**config.mk**
```make
export PLATFORM = sky130hd
export DESIGN_NAME = dma_rd_streamer
export DESIGN_NICKNAME = d
export VERILOG_FILES = /design/src/rtl/dma_rd_streamer.sv
export SDC_FILE = /design/constraint.sdc
export NUM_CORES = 1
export LEC_CHECK = 0
export CAP_MARGIN = 20
export CORE_ASPECT_RATIO = 0.6
export CORE_MARGIN = 2
export CORE_UTILIZATION = 32
export CTS_BUF_LIST = sky130_fd_sc_hd__clkbuf_16
export DETAILED_ROUTE_END_ITERATION = 10
export GPL_ROUTABILITY_DRIVEN = 0
export PLACE_DENSITY_LB_ADDON = 0.15
export SYNTH_ARGS = -nofsm -noshare
export SYNTH_HDL_FRONTEND = slang
export SYNTH_SLANG_ARGS = --single-unit
```
**constraint.sdc**
```tcl
create_clock -name clk -period 6.4 [get_ports clk]
set_clock_uncertainty 0.2 [all_clocks]
set_input_delay 1.28 -clock clk [delete_from_list [all_inputs] [get_ports clk]]
set_output_delay 1.28 -clock clk [all_outputs]
set_load 0.05 [all_outputs]
```
**src/rtl/dma_rd_streamer.sv**
```systemverilog
// Splits one DMA read descriptor into legal AXI4 read bursts (INCR: 4KB/MAX_BEATS-bounded, FIXED: <=16 beats).
// Latency: go -> first req_valid_o in 2 cycles; req_* held stable while req_ready_i is low, done_o 2 cycles after last handshake.
module dma_rd_streamer #(
  parameter int ADDR_WIDTH  = 32,
  parameter int DATA_WIDTH  = 32,
  parameter int BYTES_WIDTH = 32,
  parameter int MAX_BEATS   = 256
) (
  input  logic                    clk,
  input  logic                    rst,
  input  logic                    desc_go_i,
  input  logic [ADDR_WIDTH-1:0]   desc_addr_i,
  input  logic [BYTES_WIDTH-1:0]  desc_bytes_i,
  input  logic                    desc_mode_i,
  input  logic                    abort_i,
  output logic                    req_valid_o,
  input  logic                    req_ready_i,
  output logic [ADDR_WIDTH-1:0]   req_addr_o,
  output logic [7:0]              req_alen_o,
  output logic [2:0]              req_size_o,
  output logic [DATA_WIDTH/8-1:0] req_strb_o,
  output logic                    req_mode_o,
  output logic                    busy_o,
  output logic                    done_o,
  output logic                    cfg_err_o
);

  localparam int BPB     = DATA_WIDTH / 8;
  localparam int LOG_BPB = $clog2(BPB);
  localparam int TW      = (LOG_BPB > 0) ? LOG_BPB : 1;
  localparam int RW      = BYTES_WIDTH + 1;

  typedef enum logic [1:0] {IDLE, CALC, REQ, DONE} state_t;

  state_t                state;
  logic [ADDR_WIDTH-1:0] addr_q;
  logic [RW-1:0]         rem_q;
  logic [TW-1:0]         tail_q;
  logic                  mode_q;
  logic                  abort_q;
  logic [8:0]            beats_q;

  logic                  misaligned;
  logic [RW-1:0]         go_beats;
  logic [TW-1:0]         go_tail;
  logic [12:0]           page_beats;
  logic [12:0]           lim;
  logic [8:0]            calc_beats;
  logic                  calc_last;
  logic [BPB-1:0]        tail_mask;

  assign misaligned = (desc_addr_i & ADDR_WIDTH'(BPB - 1)) != '0;
  assign go_beats   = (RW'(desc_bytes_i) + RW'(BPB - 1)) >> LOG_BPB;
  assign go_tail    = TW'(desc_bytes_i & BYTES_WIDTH'(BPB - 1));

  // Beats left before the next 4KB page boundary; address is beat-aligned so this is >= 1.
  assign page_beats = (13'd4096 - {1'b0, addr_q[11:0]}) >> LOG_BPB;
  assign lim        = mode_q ? 13'd16
                    : ((page_beats < 13'(MAX_BEATS)) ? page_beats : 13'(MAX_BEATS));
  assign calc_beats = (rem_q < RW'(lim)) ? rem_q[8:0] : lim[8:0];
  assign calc_last  = (rem_q == RW'(calc_beats));
  assign tail_mask  = (BPB'(1) << tail_q) - BPB'(1);

  always_ff @(posedge clk) begin
    if (rst) begin
      state       <= IDLE;
      addr_q      <= '0;
      rem_q       <= '0;
      tail_q      <= '0;
      mode_q      <= 1'b0;
      abort_q     <= 1'b0;
      beats_q     <= '0;
      req_valid_o <= 1'b0;
      req_addr_o  <= '0;
      req_alen_o  <= '0;
      req_size_o  <= '0;
      req_strb_o  <= '0;
      req_mode_o  <= 1'b0;
      busy_o      <= 1'b0;
      done_o      <= 1'b0;
      cfg_err_o   <= 1'b0;
    end else begin
      done_o    <= 1'b0;
      cfg_err_o <= 1'b0;
      case (state)
        IDLE: begin
          if (desc_go_i) begin
            addr_q  <= desc_addr_i;
            mode_q  <= desc_mode_i;
            tail_q  <= go_tail;
            rem_q   <= go_beats;
            abort_q <= 1'b0;
            if (misaligned) begin
              cfg_err_o <= 1'b1;
            end else if (desc_bytes_i == '0) begin
              state  <= DONE;
              busy_o <= 1'b1;
            end else begin
              state  <= CALC;
              busy_o <= 1'b1;
            end
          end
        end
        CALC: begin
          if (abort_i) begin
            state <= DONE;
          end else begin
            req_addr_o  <= addr_q;
            req_alen_o  <= 8'(calc_beats - 9'd1);
            req_size_o  <= 3'(LOG_BPB);
            req_strb_o  <= (calc_last && tail_q != '0) ? tail_mask : '1;
            req_mode_o  <= mode_q;
            beats_q     <= calc_beats;
            req_valid_o <= 1'b1;
            state       <= REQ;
          end
        end
        REQ: begin
          // An abort seen during a stall is remembered until the pending handshake completes.
          if (abort_i) abort_q <= 1'b1;
          if (req_ready_i) begin
            req_valid_o <= 1'b0;
            rem_q       <= rem_q - RW'(beats_q);
            if (!mode_q) addr_q <= addr_q + (ADDR_WIDTH'(beats_q) << LOG_BPB);
            state <= (rem_q == RW'(beats_q) || abort_q || abort_i) ? DONE : CALC;
          end
        end
        DONE: begin
          done_o  <= 1'b1;
          busy_o  <= 1'b0;
          abort_q <= 1'b0;
          state   <= IDLE;
        end
        default: state <= IDLE;
      endcase
    end
  end

endmodule

```
==> flow_summary.json <==
{
  "grt_usage": 0.213,
  "fin_crit_sh": 0.753,
  "layout.cells.non_filler": 1511,
  "cts_sinks": 130,
  "timing.critical_path.cells": "or4_1, or3_1, xor2_1, nand2_1, ha_1, a211oi_1, o21ai_0, o221a_2, a311o_1, mux2_1, ha_1, and3_1, and4_1, o311ai_1, a21oi_1",
  "slew_headroom": 0.314,
  "p_leak_nw": 3.63,
  "setup_viol": 0,
  "crit_path_max_incr_delay_ns": 0.70,
  "die_x_um": 211,
  "via_per_inst": 5.62,
  "boundaryPins": 122,
  "cts_tree": "yes",
  "worstHoldPathType": "reg -> reg",
  "nets": 1272,
  "start_util": 0.325,
  "drt_iter0_drc": 787,
  "grt_overflow_total": 0,
  "worst_pin_slew_ns": 1.03,
  "post-route-min-period_ns": 4.82,
  "arrival_ns": 4.90,
  "p_per_area_nw_per_um2": 235,
  "finalWirelength_um": 28500,
  "root_buffer": "clkbuf_16",
  "final-hold-violation-count": 0,
  "clkTransAtPathRegs_ns": 0.06,
  "grt_max_degree": 92,
  "die_h_um": 128,
  "dp_cells": 1481,
  "drc": 0,
  "synth-async-reset-ratio": 0,
  "cp_common_cell": "ha_1",
  "final_cell_mix": "155 x nand2_1, 130 x dfxtp_1, 118 x clkdlybuf4s50_1",
  "max-cap-violations": 0,
  "drtPass1Iterations": 5,
  "cts_made_buffers": 17,
  "post_cts_buffers": 0,
  "ir_drop_mv": 0.169,
  "max_freq_mhz": 208,
  "wire_per_inst_um": 18.8,
  "critPathBufInv": 0,
  "tns_ns": 0,
  "num_antenna_cells": 0,
  "end_kind": "flop",
  "layout_commonest_cell": "nand2_1",
  "insertion_delay_ns": 0.44,
  "dp_hpwl_um": 20300,
  "grt_pass1_vias": 7630,
  "synth-seq-cells": 130,
  "syn2layout_area_growth_pct": 24.4,
  "antenna_left": 0,
  "cts_hold_buf": 0,
  "slew_viol_final": 0,
  "place_ws_ns": 1.64,
  "layout-drive-gt1-share": 0.0499,
  "ys_seq_area_frac": 0.317,
  "num_rows": 45,
  "core_um2": 25200,
  "cp_max_fo": 9,
  "p_total_mw": 2.40,
  "grt_antenna_before_repair": 0,
  "crit_family": "simple AND/OR/NAND/NOR gates",
  "cp.required_ns": 6.48,
  "port-buffer-count": 119,
  "crit_slowest_cell": "or4_1",
  "rsz0062_at_grt": "no",
  "avgSynthCellArea_um2": 7.56,
  "vias": 8496,
  "synthFlopType": "dfxtp_1",
  "clockBufferDepth": 2,
  "setup_ws_ns": 1.58,
  "grt_pass1_wl_um": 44800,
  "yosysUniqueCellTypes": 77,
  "cts-htree-levels": 4,
  "synth-edff-count": 0,
  "cts_resized": 0,
  "die-area_um2": 27000,
  "synth_area_um2": 8210,
  "cp-start-kind": "flop",
  "synth_warnings": 0,
  "criticalPathCategory": "reg -> reg",
  "status": "complete, no violations",
  "syn_inst": 1086
}
==> layout make-up <==
| type | count | area [µm²] |
|---|---|---|
| flip-flops and latches | 130 | 2600 |
| multi-input cells | 864 | 5270 |
| repair buffers | 130 | 1270 |
| fillers | 2645 | 15000 |
| well taps | 329 | 412 |
| clock inverters | 13 | 130 |
| inverters | 28 | 105 |
| clock buffers | 17 | 425 |
==> tightest hold or removal path, delay by kind of cell (launching register included) <==
family | cells | cell delay [ns]
flip-flops | 1 | 0.30
AO/OA/AOI/OAI | 1 | 0.05
AND/OR/NAND/NOR | 1 | 0.05
==> logic make-up after synthesis <==
family | Yosys count | synth area share
mux | 8 | 0.00991
fa+ha+maj | 31 | 0.0491
buf+inv | 94 | 0.0450
flops | 130 | 0.317
compound gates | 296 | 0.236
other cells | 2 | 0.000915
xor+xnor | 50 | 0.0534
simple gates | 475 | 0.289
==> synthesized netlist by cell type, types with 5 or more instances <==
| master | count | area share |
|---|---|---|
| a21o_1 | 8 | 0.0073 |
| a311oi_1 | 12 | 0.013 |
| dfxtp_1 | 130 | 0.32 |
| xnor2_1 | 27 | 0.029 |
| nor3_1 | 36 | 0.022 |
| xor2_1 | 23 | 0.025 |
| or2_2 | 5 | 0.0038 |
| o311ai_0 | 5 | 0.0053 |
| a2111oi_0 | 5 | 0.0053 |
| clkbuf_1 | 60 | 0.027 |
| ha_1 | 29 | 0.044 |
| or3_1 | 12 | 0.0091 |
| nor2b_1 | 8 | 0.0061 |
| inv_1 | 28 | 0.013 |
| a211oi_1 | 23 | 0.021 |
| o21a_1 | 13 | 0.012 |
| or4_1 | 16 | 0.015 |
| nand4_1 | 22 | 0.017 |
| nand3_1 | 38 | 0.023 |
| o2111ai_1 | 5 | 0.0053 |
| and3_1 | 24 | 0.018 |
| nand2_1 | 155 | 0.071 |
| a21oi_1 | 103 | 0.063 |
| a31oi_1 | 17 | 0.013 |
| nand2b_1 | 15 | 0.011 |
| mux2i_1 | 7 | 0.0085 |
| o31ai_1 | 5 | 0.0046 |
| nor2_1 | 95 | 0.043 |
| nor4_1 | 23 | 0.018 |
| o211ai_1 | 12 | 0.011 |
| o22ai_1 | 5 | 0.0038 |
| o21ai_0 | 41 | 0.025 |
==> report_power, final <==
group / internal (mW) / leakage (nW) / switching, mW
combinational: 0.195 / 2.28 / 0.307
clock: 0.594 / 0.287 / 0.380
sequential: 0.854 / 1.06 / 0.0661
total: 1.64 / 3.63 / 0.753
==> sequential cells by signal (all words and copies together), names as in the netlist, 2 cells and up <==
register	flops
rem_q	33
req_strb_o	4
state	2
beats_q	9
req_alen_o	8
addr_q	32
tail_q	2
req_addr_o	32
==> through the flow <==
step	hold WS, ns	cell area [µm²]	utilization
after detailed placement	0.246	9660	0.383
final	0.251	10200	0.405
after global placement	0.242	9660	0.383
after CTS	0.253	10200	0.405
after global routing	0.271	10200	0.405
after floorplan	0.241	8210	-
==> path summary, 6_finish.rpt <==
check | from | to | slack (ns) | cells past startpoint
hold reg to reg | req_addr_o[1] | req_addr_o[1] | 0.25 | 2
setup / recovery | addr_q[0] | req_alen_o[6] | 1.58 | 15
hold / removal | req_addr_o[1] | req_addr_o[1] | 0.25 | 2
setup reg to reg | addr_q[0] | req_alen_o[6] | 1.58 | 15
==> routing by layer <==
| layer | up-vias | track usage | wire length, µm |
|---|---|---|---|
| met5 | - | 0 | 0 |
| met4 | 0 | 0.0559 | 318 |
| met3 | 25 | 0.0375 | 1540 |
| met2 | 245 | 0.286 | 11100 |
| met1 | 4054 | 0.340 | 15500 |
| li1 | 4172 | - | - |
Note: power is estimated with default switching activity, not from simulation.
